<file path="config.mk">
export PLATFORM = sky130hd
export DESIGN_NAME = formant_dp_engine
export DESIGN_NICKNAME = d
export VERILOG_FILES = /design/src/rtl/formant_dp_engine.sv
export SDC_FILE = /design/constraint.sdc
export NUM_CORES = 1
export LEC_CHECK = 0
export ABC_AREA = 1
export BUFFER_PORTS_ARGS = -buffer_cell sky130_fd_sc_hd__clkbuf_2
export CAP_MARGIN = 20
export CELL_PAD_IN_SITES_DETAIL_PLACEMENT = 1
export CELL_PAD_IN_SITES_GLOBAL_PLACEMENT = 1
export CORE_MARGIN = 4
export CORE_UTILIZATION = 46
export DETAILED_ROUTE_END_ITERATION = 10
export HOLD_SLACK_MARGIN = 0.15
export PLACE_DENSITY = 0.9
export REMOVE_ABC_BUFFERS = 1
export SLEW_MARGIN = 30
export SYNTH_ARGS = -nofsm -noshare
export SYNTH_HDL_FRONTEND = slang
export SYNTH_SLANG_ARGS = --single-unit
</file>
<file path="constraint.sdc">
create_clock -name clk_in -period 13.15 [get_ports clk_in]
set_input_delay 1.315 -clock clk_in [delete_from_list [all_inputs] [get_ports clk_in]]
set_output_delay 1.315 -clock clk_in [all_outputs]
set_load 0.01 [all_outputs]
</file>
<file path="src/rtl/formant_dp_engine.sv">
// formant_dp_engine: pipelined F(k,i)/B(k,i) min-plus recurrence for one frame, one request per cycle.
module formant_dp_engine #(
  parameter int BIT_WIDTH    = 32,
  parameter int I            = 160,
  parameter int FORMANTS     = 5,
  parameter int READ_LATENCY = 2,
  parameter int MIN_SEG      = 1,
  parameter int TIE_MODE     = 0
) (
  input  logic                                  clk_in,
  input  logic                                  rst_in,
  input  logic                                  begin_iter,
  input  logic        [$clog2(I)-1:0]           i,
  input  logic signed [BIT_WIDTH-1:0]           e_prev,
  input  logic signed [BIT_WIDTH-1:0]           f_prev,
  output logic                                  req_valid,
  output logic        [$clog2(FORMANTS+1)-1:0]  k_req,
  output logic signed [$clog2(I):0]             j_req,
  output logic        [$clog2(FORMANTS+1)-1:0]  k_write,
  output logic signed [BIT_WIDTH-1:0]           f_data,
  output logic signed [$clog2(I):0]             b_data,
  output logic                                  output_valid,
  output logic                                  iter_done,
  output logic                                  busy
);
  localparam int IW = $clog2(I);
  localparam int KW = $clog2(FORMANTS + 1);
  localparam int JW = IW + 1;
  localparam int BW = BIT_WIDTH;
  localparam int RL = READ_LATENCY;
  localparam logic signed [BW-1:0] INF = {2'b00, {(BW-2){1'b1}}};
  typedef enum logic [1:0] {IDLE, ISSUE, DRAIN, DONE} state_t;
  state_t r_state, w_next;
  logic        [IW-1:0] r_i;
  logic        [KW-1:0] r_k, r_kmax, r_kw;
  logic signed [JW-1:0] r_j, r_ab, r_b;
  logic signed [BW-1:0] r_af, r_f;
  logic                 r_ov;
  logic                 r_tv [RL];
  logic                 r_tf [RL];
  logic                 r_tl [RL];
  logic        [KW-1:0] r_tk [RL];
  logic signed [JW-1:0] r_tj [RL];
  logic signed [IW+1:0] w_kcap;
  logic        [KW-1:0] w_kmax, w_tk;
  logic signed [JW-1:0] w_jend, w_kbase, w_tj, w_tbase, w_bb, w_nb;
  logic signed [BW:0]   w_sum;
  logic signed [BW-1:0] w_sat, w_cost, w_bf, w_nf;
  logic                 w_none, w_last_j, w_last_k, w_first, w_tv, w_tf, w_tl, w_jneg, w_upd;
  assign w_kcap   = $signed({2'b00, i}) + $signed((IW+2)'(2 - MIN_SEG));
  assign w_none   = w_kcap < $signed((IW+2)'(1));
  assign w_kmax   = (w_kcap > $signed((IW+2)'(FORMANTS))) ? KW'(FORMANTS) : KW'(w_kcap);
  assign w_jend   = $signed({1'b0, r_i}) - $signed(JW'(MIN_SEG));
  assign w_kbase  = $signed(JW'(r_k)) - $signed(JW'(2));
  assign w_last_j = r_j == w_jend;
  assign w_last_k = r_k == r_kmax;
  assign w_first  = r_j == w_kbase;
  // Oldest tag lines up with the e_prev/f_prev returned for that request
  assign w_tv    = r_tv[RL-1];
  assign w_tf    = r_tf[RL-1];
  assign w_tl    = r_tl[RL-1];
  assign w_tk    = r_tk[RL-1];
  assign w_tj    = r_tj[RL-1];
  assign w_tbase = $signed(JW'(w_tk)) - $signed(JW'(2));
  assign w_jneg  = w_tj[JW-1];
  assign w_sum   = {e_prev[BW-1], e_prev} + {f_prev[BW-1], f_prev};
  assign w_sat   = (w_sum > $signed({1'b0, INF})) ? INF : w_sum[BW-1:0];
  assign w_cost  = (w_tk == KW'(1)) ? (w_jneg ? e_prev : INF) : (w_jneg ? INF : w_sat);
  assign w_bf    = w_tf ? INF : r_af;
  assign w_bb    = w_tf ? w_tbase : r_ab;
  assign w_upd   = (TIE_MODE != 0) ? (w_cost <= w_bf && w_cost != INF) : (w_cost < w_bf);
  assign w_nf    = w_upd ? w_cost : w_bf;
  assign w_nb    = w_upd ? w_tj : w_bb;
  always_ff @(posedge clk_in)
    if (rst_in) r_state <= IDLE;
    else r_state <= w_next;
  always_comb begin
    w_next = IDLE;
    unique case (r_state)
      IDLE:    w_next = begin_iter ? (w_none ? DONE : ISSUE) : IDLE;
      ISSUE:   w_next = (w_last_j && w_last_k) ? DRAIN : ISSUE;
      DRAIN:   w_next = (w_tv && w_tl && w_tk == r_kmax) ? DONE : DRAIN;
      default: w_next = IDLE;
    endcase
  end
  always_comb begin
    req_valid = r_state == ISSUE;
    busy      = r_state == ISSUE || r_state == DRAIN;
    iter_done = r_state == DONE;
  end
  always_ff @(posedge clk_in) begin
    if (rst_in) begin
      r_i    <= '0;
      r_k    <= '0;
      r_kmax <= '0;
      r_j    <= '0;
      r_af   <= '0;
      r_ab   <= '0;
      r_ov   <= 1'b0;
      r_kw   <= '0;
      r_f    <= '0;
      r_b    <= '0;
      for (int s = 0; s < RL; s++) r_tv[s] <= 1'b0;
    end else begin
      if (r_state == IDLE && begin_iter) begin
        r_i    <= i;
        r_kmax <= w_kmax;
        r_k    <= KW'(1);
        r_j    <= -$signed(JW'(1));
      end else if (r_state == ISSUE) begin
        r_k <= r_k + KW'(w_last_j && !w_last_k);
        r_j <= w_last_j ? $signed(JW'(r_k)) - $signed(JW'(1)) : r_j + $signed(JW'(1));
      end
      r_tv[0] <= r_state == ISSUE;
      r_tk[0] <= r_k;
      r_tj[0] <= r_j;
      r_tf[0] <= w_first;
      r_tl[0] <= w_last_j;
      for (int s = 1; s < RL; s++) begin
        r_tv[s] <= r_tv[s-1];
        r_tk[s] <= r_tk[s-1];
        r_tj[s] <= r_tj[s-1];
        r_tf[s] <= r_tf[s-1];
        r_tl[s] <= r_tl[s-1];
      end
      if (w_tv) begin
        r_af <= w_nf;
        r_ab <= w_nb;
      end
      r_ov <= w_tv && w_tl;
      if (w_tv && w_tl) begin
        r_kw <= w_tk;
        r_f  <= w_nf;
        r_b  <= w_nb;
      end
    end
  end
  assign k_req        = r_k;
  assign j_req        = r_j;
  assign k_write      = r_kw;
  assign f_data       = r_f;
  assign b_data       = r_b;
  assign output_valid = r_ov;
endmodule

</file>
* Word-level counts from Yosys, hierarchy flattened
Memory sizes are Yosys's and may differ from the RTL's. Cells that the tools add are included.
Storage, ports and cells: register bits 111, bits in writable memories 30, input bits 75, output and inout port bits 60, logic and storage cells 73, memories kept 5
Memory list:
- r_tj | words 2, bits a word 9, rd ports 2, clocked after Yosys merged registers in 0, write ports 2, line 43 | logic signed [JW-1:0] r_tj [RL];
- r_tk | words 2, bits a word 3, rd ports 2, clocked after Yosys merged registers in 0, write ports 2, line 42 | logic [KW-1:0] r_tk [RL];
- r_tf | words 2, bits a word 1, rd ports 2, clocked after Yosys merged registers in 0, write ports 2, line 40 | logic r_tf [RL];
- r_tl | words 2, bits a word 1, rd ports 2, clocked after Yosys merged registers in 0, write ports 2, line 41 | logic r_tl [RL];
- r_tv | words 2, bits a word 1, rd ports 2, clocked after Yosys merged registers in 0, write ports 2, line 39 | logic r_tv [RL];
Cells by class: add/subtract/negate cells 8, order comparisons 4, eq/ne operators 8, multiplexer cells 24, bitwise gates (word level) 2, reduce and logical (&&, ||, !) cells 10
Operator list (count):
- 2-to-1 mux 32 bit | 6
- 2-to-1 mux 9 bit | 5
- adder 32 x 32 -> 33 bit | 1
- > comparator 33 x 31 -> 1 bit (second input constant) | 1
- less-than comparator 32 bit | 1
- adder 8 x 1 -> 9 bit (second input constant) | 1
- adder 9 x 2 -> 9 bit (second input constant) | 1
- == test 9 x 4 -> 1 bit | 1
- == test 9 bit | 1
- > comparator 9 x 3 -> 1 bit (second input constant) | 1
- less-than comparator 9 x 1 -> 1 bit (second input constant) | 1
- subtractor 8 x 1 -> 9 bit (second input constant) | 1
- 2-to-1 mux 1 bit | 8
- subtractor 3 x 2 -> 4 bit (second input constant) | 2
- == test 3 bit | 2
- 2-to-1 mux 2 bit | 3
- one-hot mux 2 bit (3 select lines) | 1
- logical AND 1 bit | 5
- == test 2 bit (second input constant) | 2
- subtractor 3 x 1 -> 4 bit (second input constant) | 1
- adder 3 x 1 -> 3 bit | 1
- == test 3 x 1 -> 1 bit (second input constant) | 1
- 2-to-1 mux 3 bit | 1
- == test 2 x 1 -> 1 bit (second input constant) | 1
- 6 further kinds | 7

* Longest topological paths before layout
word-level depth 7, depth in mapped cells 33

* Worst setup path before layout
Ideal clock, no wire load.
path type input port to flip-flop, from in e_prev[0], to reg r_af[0], setup time 109 ps, arrival 5383 ps, data required time 13041 ps, slack 7658 ps, stages on the path 30, path buffers 2, path through ha_1 -> inv_1 -> fa_1 -> nor2_1 -> o21ai_1 -> nand2_1 -> nand2_1 -> nand2_2 -> nand2_1 -> nand2_1 -> nand2_1 -> nand2_1 -> inv_2 -> a21oi_1 -> clkbuf_1 -> a21oi_1 -> ha_1 -> a21oi_1 -> o21ai_0 -> nand3_1 -> nand2_1 -> nand2_1 -> a21oi_1 -> a211oi_1 -> nand3_2 -> buf_6 -> nand3_2 -> nand3_1 -> nand2_1 -> inv_1
On the way: word-level cells in the longest chain between the ends 7
RTL lines:
- start: declaration | line 14 | input logic signed [BIT_WIDTH-1:0] e_prev,
- adder 32 x 32 -> 33 bit | line 66 | assign w_sum = {e_prev[BW-1], e_prev} + {f_prev[BW-1], f_prev};
- > comparator 33 x 31 -> 1 bit | line 67 | assign w_sat = (w_sum > $signed({1'b0, INF})) ? INF : w_sum[BW-1:0];
- 2-to-1 mux 32 bit | line 67
- 2-to-1 mux 32 bit | line 68 | assign w_cost = (w_tk == KW'(1)) ? (w_jneg ? e_prev : INF) : (w_jneg ? INF : w_sat);
- 2-to-1 mux 32 bit (*) | line 68
- less-than comparator 32 bit | line 71 | assign w_upd = (TIE_MODE != 0) ? (w_cost <= w_bf && w_cost != INF) : (w_cost < w_bf);
- 2-to-1 mux 32 bit (*) | line 72 | assign w_nf = w_upd ? w_cost : w_bf;
- end signal: assignment | line 127 | r_af <= w_nf;
- end: declaration | line 37 | logic signed [BW-1:0] r_af, r_f;
Every way passes the cells marked *; elsewhere a longest branch is shown, timed or not. A chain may end at the register's enable or synchronous reset.

* Final worst setup path
from in e_prev[0], to reg r_af[2]
Same word-level chain as after synthesis.

==> summary.md <==
| Metric | Value |
|---|---|
| Max Cap Violations | 0 |
| Fmax achieved | 0.150 GHz |
| Crit path DAT | 7010 ps |
| Setup TNS | 0 ps |
| Outcome | completed |
| CP Data Required Time | 13470 ps |
| Port Buffer Count | about 130 |
| Setup violations, final | 0 |
| Htree depth | 4 |
| Antenna violations before repair | 0 |
| Drt pass-1 iters | 6 |
| Sequential element share of the synthesized area | 0.301 |
| Critical setup path kind | in2reg |
| Final WL | 34100 um |
| Final Net Count | 1771 |
| Power per Cell Area | 123 mW/mm^2 |
| Share of cells above drive strength 1 | 0.158 |
| Mapped Avg Cell Area | 6.82 sq um |
| Setup repair bufs after CTS | 0 |
| Skew final | 8.71 ps |
| ANT nets after route | 0 |
| Met2 GRT Util | 0.494 |
| Unique masters post-synth | 49 |
| P&R area growth vs syn | 13.5% |
| Hold buffers post-CTS | 0 |
| Max VDD drop | 0.0869 mV |
| Slowest-stage cell, CP | nand3_2 |
| Global-route wire length before repair | 54900 um |
| P_leak | 6.09 nW |
| CTS root buffer | clkbuf_16 |
| Yosys top cell area share | 0.220 |
| Commonest cells post-synth | nand2_1, nor2_1, inv_1 |
| Synthesized area | 0.0103 sq mm |
| Hpwl dp | 23800 um |
| I/O pins | approximately 140 |
| Most frequent cell after synthesis | nand2_1 |
| CP Capture Type | flip-flop |
| Placed inst area | between 0.01 and 0.015 sq mm |
| GR Util met3 | 0.0366 |
| Wirelength per Cell | 17.8 um |
| Pin count of the biggest net entering global routing | 75 |
| RSZ-0062 raised after global routing | no |
| Final Hold Viols | 0 |
| Setup WS post-layout | around 6500 ps |
| Dpl ws | approximately 6300 ps |
| Post-synth EDFFs | 28 |
| Fin. max-slew vios | 0 |
| #FFs+latches synth | about 140 |
| CTS clk-pin slew, worst paths | 60 ps |
| Headroom to the max-slew limit | 0.424 |
| Power, Total | between 1 and 1.5 mW |
| Num CTS Buffers | 17 |
| # DRC | 0 |
| Post_cts resized | 0 |
| GRT Total Usage | 0.273 |
| Tcrit/Tclk final | 0.509 |
| Clk sink count | roughly 140 |
| # rows | 54 |
| CTS tree | built |
| Via count | 10600 |
| Met1 Use GR | 0.319 |
| Top cells by area, synth | dfxtp_1, nand2_1, nor2_1 |
| Total gr overflow | 0 |
| Global placement routability congestion | 0.926 |
| Initial Utilization | 0.469 |
| Most used cell, CP | nand2_1 |
| Asr flop ratio synth | 0 |
| Die height | 158 um |
| Die Area | 0.0249 sq mm |
| Worst skew pair latency | 430 ps |
| Buf+Inv Stages, Crit Path | 6 |
| Crit-path max FO | 22 |
| Crit path launch type | input pin |
| Ys flop type | dfxtp_1 |
| Synth area leader | dfxtp_1 |
| Post-route cell area | 0.0117 sq mm |
| Max clock buf depth | 2 |
| Area of the core | ~0.022 sq mm |
| Final min period | 6690 ps |
| # diodes | 0 |
| Die Wd | 158 um |
| Ys Warns | 0 |
| Drt initial violations | 600 |
| Largest stage delay, worst path | 660 ps |
| Hold Crit Class | reg2reg |
| Vias in the first global route | 11200 |
| Slew of the pin with the lowest slew margin | 864 ps |
| Layout filler cell count | 2916 |
| Post-Syn Instances | 1512 |
| Family with the most delay on the worst path | simple AND/OR/NAND/NOR gates |
| Vias per cell | 5.54 |
| GRT Max-Usage Layer | met2 |
metrics by stage:
step	hold slack [ps]	util	instances
3_5_place_dp	398	0.505	1879
2_1_floorplan	388	-	1456
4_1_cts	407	0.532	1911
6_report	403	0.532	1911
5_1_grt	429	0.532	1911
3_3_place_gp	385	0.505	1879
cells in the final DEF, fill, tap and decap left out, drive strengths merged, types with 2 or more instances in the layout:
cell type	count
buf	10
a211oi	2
nor2	268
clkinv	4
ha	77
nor3b	3
clkinvlp	3
o21bai	6
a21oi	82
bufinv	2
inv	248
clkbuf	156
nor3	13
a32o	2
xnor2	20
nand4	6
a221oi	7
a31oi	11
nand2	286
nor4	7
o2111ai	3
dfxtp	113
o21ai	31
a2111oi	2
edfxtp	28
xor2	27
or2	2
nand3	191
o22ai	4
o221ai	5
o211ai	2
path summary, 6_finish.rpt:
kind,from,endpoint,slack (ps),depth (start not counted)
min reg2reg,r_tv[0][0],r_tv[0][1],400,2
min,r_tv[0][0],r_tv[0][1],400,2
max,e_prev[0],r_af[2],6460,31
max reg2reg,r_tk[0][4],r_af[2],7930,17
cell type report:
cell class | count | area [sq um] | area share
repair buffers | 143 | 741 | 0.0634
well taps | 280 | 350 | 0.0300
clock inverters | 9 | 109 | 0.00931
flip-flops and latches | 141 | 3100 | 0.266
multi-input cells | 1067 | 5970 | 0.510
clock buffers | 23 | 489 | 0.0418
inverters | 248 | 931 | 0.0796
worst register-to-register path, stage by stage (launching register included):
cell and delay (ps):
edfxtp_1 420, inv_1 160, nand3_1 180, nor2_1 450, inv_1 330, buf_4 310
nor2_1 170, a31oi_1 120, ha_1 390, a21oi_1 150, o21ai_0 140, a211oi_1 660
nand3_2 660, buf_4 520, nand3_2 150, nand3_1 110, nand2_1 140, inv_1 60
power by group:
part | leakage, nW | total (mW) | internal, mW | switching [mW]
Clock | 0.283 | 0.496 | 0.301 | 0.195
Sequential | 1.20 | 0.485 | 0.465 | 0.0199
Combinational | 4.60 | 0.462 | 0.149 | 0.313
Total | 6.09 | 1.44 | 0.915 | 0.528
metal layers:
layer  wire (um)  vias to the layer above
li1            -                     5038
met1       14100                     5128
met2       17000                      324
met3        1500                      101
met4        1430                        0
met5           0                        -
kinds of logic after synthesis:
logic type / after synthesis / synth area share
compound gates: 162 / 0.0915
simple gates: 780 / 0.352
flops: 141 / 0.301
xor+xnor: 47 / 0.0399
buf+inv: 304 / 0.120
fa+ha+maj: 78 / 0.0954
sequential cells by signal (all words and copies together) (netlist names), 6 cells and up:
signal  flops
r_i         8
f_data     32
r_af       32
r_tk        6
j_req       9
r_tj       18
b_data      9
r_ab        9
(Power assumes the default switching activity.)
